$ cat config.mk
export PLATFORM = sky130hd
export DESIGN_NAME = pipelined_addsub_acc_flat
export DESIGN_NICKNAME = d
export VERILOG_FILES = /design/src/rtl/pipelined_addsub_acc_if.sv /design/src/rtl/pipelined_addsub_acc.sv /design/src/flat_wrapper.sv
export SDC_FILE = /design/constraint.sdc
export NUM_CORES = 1
export LEC_CHECK = 0
export CORE_MARGIN = 8
export CORE_UTILIZATION = 61
export DETAILED_ROUTE_END_ITERATION = 10
export DONT_BUFFER_PORTS = 1
export MAX_ROUTING_LAYER = met4
export PLACE_DENSITY_LB_ADDON = 0.1
export SLEW_MARGIN = 20
export SYNTH_ARGS = -nofsm -noshare
export SYNTH_HDL_FRONTEND = slang
export SYNTH_SLANG_ARGS = --single-unit
$ cat constraint.sdc
create_clock -name clk -period 2.6 [get_ports clk]
set_input_delay 0.39 -clock clk [delete_from_list [all_inputs] [get_ports clk]]
set_output_delay 0.39 -clock clk [all_outputs]
set_load 0.02 [all_outputs]
$ cat src/rtl/pipelined_addsub_acc_if.sv
// Stream bundle for the pipelined add/sub/accumulate unit: one operand
// stream in, one result stream out, each with its own valid/ready pair.
// Signal prefixes are named from the unit's point of view.
interface pipelined_addsub_acc_if #(
    parameter int WIDTH = 8
);
    logic             i_in_valid;
    logic             o_in_ready;
    logic [WIDTH-1:0] i_a;
    logic [WIDTH-1:0] i_b;
    logic [1:0]       i_op;
    logic             o_out_valid;
    logic             i_out_ready;
    logic [WIDTH:0]   o_y;
    logic             o_ovf;

    // Producer/consumer side: drives operands and result acceptance
    modport master (
        output i_in_valid, i_a, i_b, i_op, i_out_ready,
        input  o_in_ready, o_out_valid, o_y, o_ovf
    );

    // Arithmetic unit side
    modport slave (
        input  i_in_valid, i_a, i_b, i_op, i_out_ready,
        output o_in_ready, o_out_valid, o_y, o_ovf
    );
endinterface

$ cat src/rtl/pipelined_addsub_acc.sv
// Pipelined add / subtract / accumulate / clear unit with valid-ready
// handshakes on both sides. Results are WIDTH+1 bits so carry and borrow
// survive. The accumulator updates at acceptance, so back-to-back
// accumulates never see a stale value.
module pipelined_addsub_acc #(
    parameter int WIDTH = 8,
    parameter int PIPE  = 2,
    parameter int SAT   = 0
) (
    input logic                   clk,
    input logic                   rst_n,
    pipelined_addsub_acc_if.slave bus
);
    localparam int YW = WIDTH + 1;

    logic            w_stall;
    logic            w_inReady;
    logic            w_accept;
    logic [WIDTH+1:0] w_sum;
    logic [YW-1:0]   w_accNext;
    logic [YW-1:0]   w_resY;
    logic            w_resOvf;
    logic [YW-1:0]   r_acc;

    // The whole pipe freezes when the last stage holds a result nobody takes
    assign w_stall   = bus.o_out_valid && !bus.i_out_ready;
    assign w_inReady = rst_n && !w_stall;
    assign w_accept  = bus.i_in_valid && w_inReady;
    assign bus.o_in_ready = w_inReady;

    // Result of the beat being offered this cycle, including the wide accumulate sum
    always_comb begin
        w_sum     = {1'b0, r_acc} + {2'b00, bus.i_a};
        w_accNext = w_sum[YW-1:0];
        if (SAT != 0 && w_sum[YW]) begin
            w_accNext = '1;
        end
        w_resY   = '0;
        w_resOvf = 1'b0;
        case (bus.i_op)
            2'b00: w_resY = {1'b0, bus.i_a} + {1'b0, bus.i_b};
            2'b01: w_resY = {1'b0, bus.i_a} - {1'b0, bus.i_b};
            2'b10: begin
                w_resY   = w_accNext;
                w_resOvf = w_sum[YW];
            end
            default: w_resY = '0;
        endcase
    end

    // Accumulator changes only on an accepted accumulate or clear beat
    always_ff @(posedge clk or negedge rst_n) begin
        if (!rst_n) begin
            r_acc <= '0;
        end else if (w_accept) begin
            if (bus.i_op == 2'b10) begin
                r_acc <= w_accNext;
            end else if (bus.i_op == 2'b11) begin
                r_acc <= '0;
            end
        end
    end

    for (genvar g = 0; g < PIPE; g++) begin : stage
        logic          r_valid;
        logic [YW:0]   r_pay;

        if (g == 0) begin : firstStage
            // Entry stage captures a payload only when a beat is really accepted
            always_ff @(posedge clk or negedge rst_n) begin
                if (!rst_n) begin
                    r_valid <= 1'b0;
                    r_pay   <= '0;
                end else if (!w_stall) begin
                    r_valid <= w_accept;
                    if (w_accept) begin
                        r_pay <= {w_resY, w_resOvf};
                    end
                end
            end
        end else begin : laterStage
            // Bubbles move the valid bit but leave the old payload, so the output holds its last value
            always_ff @(posedge clk or negedge rst_n) begin
                if (!rst_n) begin
                    r_valid <= 1'b0;
                    r_pay   <= '0;
                end else if (!w_stall) begin
                    r_valid <= stage[g-1].r_valid;
                    if (stage[g-1].r_valid) begin
                        r_pay <= stage[g-1].r_pay;
                    end
                end
            end
        end
    end

    assign bus.o_out_valid = stage[PIPE-1].r_valid;
    assign bus.o_y         = stage[PIPE-1].r_pay[YW:1];
    assign bus.o_ovf       = stage[PIPE-1].r_pay[0];
endmodule

$ cat src/flat_wrapper.sv
// flat-port wrapper written by rule: the top's interface ports become plain ports
module pipelined_addsub_acc_flat 
#(
    parameter int WIDTH = 8,
    parameter int PIPE  = 2,
    parameter int SAT   = 0
)
  (clk, rst_n, bus_i_in_valid, bus_i_a, bus_i_b, bus_i_op, bus_i_out_ready, bus_o_in_ready, bus_o_out_valid, bus_o_y, bus_o_ovf);
  pipelined_addsub_acc_if #(.WIDTH(WIDTH)) bus_i ();
  input logic clk;
  input logic rst_n;
  input wire logic [$bits(bus_i.i_in_valid)-1:0] bus_i_in_valid;
  input wire logic [$bits(bus_i.i_a)-1:0] bus_i_a;
  input wire logic [$bits(bus_i.i_b)-1:0] bus_i_b;
  input wire logic [$bits(bus_i.i_op)-1:0] bus_i_op;
  input wire logic [$bits(bus_i.i_out_ready)-1:0] bus_i_out_ready;
  output wire logic [$bits(bus_i.o_in_ready)-1:0] bus_o_in_ready;
  output wire logic [$bits(bus_i.o_out_valid)-1:0] bus_o_out_valid;
  output wire logic [$bits(bus_i.o_y)-1:0] bus_o_y;
  output wire logic [$bits(bus_i.o_ovf)-1:0] bus_o_ovf;
  assign bus_i.i_in_valid = bus_i_in_valid;
  assign bus_i.i_a = bus_i_a;
  assign bus_i.i_b = bus_i_b;
  assign bus_i.i_op = bus_i_op;
  assign bus_i.i_out_ready = bus_i_out_ready;
  assign bus_o_in_ready = bus_i.o_in_ready;
  assign bus_o_out_valid = bus_i.o_out_valid;
  assign bus_o_y = bus_i.o_y;
  assign bus_o_ovf = bus_i.o_ovf;
  pipelined_addsub_acc #(.WIDTH(WIDTH), .PIPE(PIPE), .SAT(SAT)) u_core (.clk(clk), .rst_n(rst_n), .bus(bus_i));
endmodule
==> impl_metrics.yaml, run 1 <==
outcome:
  status: "complete, no violations"
synth:
  synthesis.area_um2: 2120
  ys_seq_elements: 31
  synth_edf_count: 0
  synth_top_area_frac: 0.366
  yosys.area.top_type: "dfrtp_1"
  synth_ff_type: "dfrtp_1"
  ys_async_sr_fraction: 1.00
  netlist-cell-type-count: 44
  synth_area_leaders: "dfrtp_1, ha_1, mux2_2"
  synth_fp_nets: 261
  seq_area_frac_synth: 0.366
  syn_inst: 220
  yosysWarnings: 0
  syn_area_per_cell_um2: 9.62
route:
  viasPerCell: 6.01
  postRouteAntennaNets: 0
  drc: 0
  first_iter_violations: 90
  via_count: 1660
  wl_per_cell_um: 17.2
  drt_wl_total_mm: 4.76
  firstDrtPassIters: 4
critical_path:
  cpPeakStageDelay_ns: 0.40
  critical_path_class: "in2reg"
  crit_top_cell: "xnor2_1"
  cp-end-kind: "register"
  path_cells: "nor4_1 > a21oi_1 > xnor2_1 > ha_1 > or3_4 > or2_0 > o21ba_1 > xnor2_1 > o211ai_1 > mux2_4"
  worstPathRequired_ns: 2.82
  critPathSlowestCell: "nor4_1"
  crit_path_max_fanout: 3
  crit_path_start_kind: "input port"
  worstPathArrival_ns: 2.57
sta:
  setup_ws_ns: 0.257
  whs_ns: 0.149
  fin_crit_ns: 2.34
  clock.fmax_mhz: 427
  grt_setup_unrepaired: "false"
  setup_viol_count_final: 0
  slew_viol_final: 0
  skew_ns: 0.00836
  hold_viol: 0
  worst_pin_slew_ns: 0.480
  timing.final.crit_share: 0.901
  maxSlewHeadroom: 0.679
finish:
  layout_commonest_cell: "dfrtp_1"
  area_growth_pct: 8.27
  layout_common_cells: "dfrtp_1, nand2_1, ha_1, mux2_2, nor2_1"
  antennaDiodeCount: 0
  layout.cells.non_filler: 276
  drive_gt1_frac: 0.143
  fillers: 259
  num-nets-final: 271
  fin_area_um2: 2290
floorplanning:
  placementRows: 21
  die-area_um2: 5610
  die_h_um: 74.9
  core_area_um2: 3340
  ios: 34
  start_util: 0.634
  die_w_um: 74.9
power:
  p_leak_uw: 0.00106
  vdd_drop_max_mv: 0.323
  netSwitchingPower_uw: 611
  p_sw_frac: 0.369
  clockPowerShare: 0.176
  p_seq_frac: 0.474
  p_int_uw: 1040
  comb_power_share: 0.351
  powerDensity_nw_per_um2: 722
hold_path:
  min_path_type: "in2reg"
cts:
  cts-buffers-inserted: 5
  cts_root_buf: "clkbuf_4"
  cts_tree: "done"
  clock_latency_ns: 0.34
  clockBufferDepth: 2
  clk_pin_slew_worst_paths_ns: 0.09
  clock-sinks: 31
  htreeDepth: 2
grt:
  grt_max_degree: 32
  overflow: 0
  globalRouteTotalUtil: 0.189
  grt_pass1_vias: 1684
  grt_pass1_wl_mm: 7.81
  antenna_found_initial: 0
place:
  dp.cells: 267
  port_buffers: 0
  routabilityCongestion: 0.838
  dpl.hpwl_mm: 3.78
  place_area_um2: 2210
  pre_cts_ws_ns: -0.102
job:
  drv_cap: 0
## repair_timing
| action | in CTS | in global routing |
|---|---|---|
| setup buffers | 0 | 0 |
| endpoints found under the hold margin | 31 | 0 |
| gates resized for setup | 0 | 0 |
| hold buffers | 2 | 0 |
## cell families (layout without fill, tap and decap cells)
kind of cell | after synthesis | in the layout | synth area share
AO/OA/AOI/OAI | 58 | 58 | 0.189
XOR/XNOR | 12 | 12 | 0.0496
adder cells (fa/ha/maj) | 19 | 19 | 0.119
buffers and inverters | 17 | 27 | 0.0313
flip-flops | 31 | 31 | 0.366
multiplexers | 15 | 15 | 0.0810
AND/OR/NAND/NOR | 68 | 68 | 0.164
## cell usage after synthesis (6+ instances only)
master	count
dfrtp_1	31
a21oi_1	9
nand2b_1	6
xnor2_1	11
inv_1	10
mux2_2	13
o21a_1	10
nor3_1	6
ha_1	17
o21ai_0	11
nand2_1	19
nor2_1	13
## final timing paths
kind	cells after the start	start	to	slack [ns]
min reg2reg	2	u_core.stage[0].r_pay[5]	u_core.stage[0].r_pay[5]	0.48
max reg2reg	9	u_core.r_acc[0]	u_core.stage[0].r_pay[7]	0.27
min in group asynchronous	2	rst_n	u_core.stage[1].r_pay[0]	0.49
max in group asynchronous	2	rst_n	u_core.r_acc[5]	1.94
min	1	bus_i_op[0]	u_core.r_acc[1]	0.15
max	10	bus_i_b[3]	u_core.stage[0].r_pay[8]	0.26
## power by group through the flow
| stage | clock, uW | combinational (uW) | sequential [uW] |
|---|---|---|---|
| after floorplan | 0 | 464 | 764 |
| after global placement | 0 | 537 | 791 |
| after detailed placement | 0 | 563 | 797 |
| after CTS | 296 | 580 | 788 |
| after global routing | 318 | 644 | 805 |
| final | 290 | 581 | 784 |
## flip-flops by register name, summed over array words and instances, names as in the netlist
name                    count
u_core.stage.r_pay         20
u_core.stage.r_valid        1
u_core.bus.o_out_valid      1
u_core.r_acc                9
## critical path: cells and delay by family
kind                     cells  cell delay (ns)
multiplexers                 1             0.26
XOR/XNOR                     2             0.29
AND/OR/NAND/NOR              3             0.99
AO/OA/AOI/OAI                3             0.45
adder cells (fa/ha/maj)      1             0.19
## layout make-up
cell class / instances / area [um^2] / share of cell area
Clock buffer: 6 / 51.3 / 0.0224
Clock inverter: 1 / 5.00 / 0.00218
Inverter: 10 / 37.5 / 0.0164
Multi-Input combinational cell: 172 / 1270 / 0.556
Sequential cell: 31 / 776 / 0.338
Tap cell: 46 / 57.6 / 0.0251
Timing Repair Buffer: 10 / 90.1 / 0.0393
## metal layers
layer / track usage / routed length (um)
met5: - / 0
met4: 0.0717 / 74
met3: 0.0546 / 390
met2: 0.303 / 2300
met1: 0.218 / 2000
## per-stage QoR
| step | util | setup TNS, ns | power [uW] |
|---|---|---|---|
| floorplan | - | 0 | 1230 |
| global placement | 0.661 | 0 | 1330 |
| detailed placement | 0.661 | -0.102 | 1360 |
| CTS | 0.687 | 0 | 1660 |
| global route | 0.687 | 0 | 1770 |
| finish | 0.687 | 0 | 1650 |
No activity file was read; power rests on OpenSTA's default activity.
==> inputs of run 2 (changes only) <==
--- a/config.mk
+++ b/config.mk
@@ -5,6 +5,7 @@
 export SDC_FILE = /design/constraint.sdc
 export NUM_CORES = 1
 export LEC_CHECK = 0
+export ABC_CLOCK_PERIOD_IN_PS = 2600
 export CORE_MARGIN = 8
 export CORE_UTILIZATION = 61
 export DETAILED_ROUTE_END_ITERATION = 10
==> results of run 2 <==
Same layout as run 1: the final DEF is identical, and so are final timing and power.
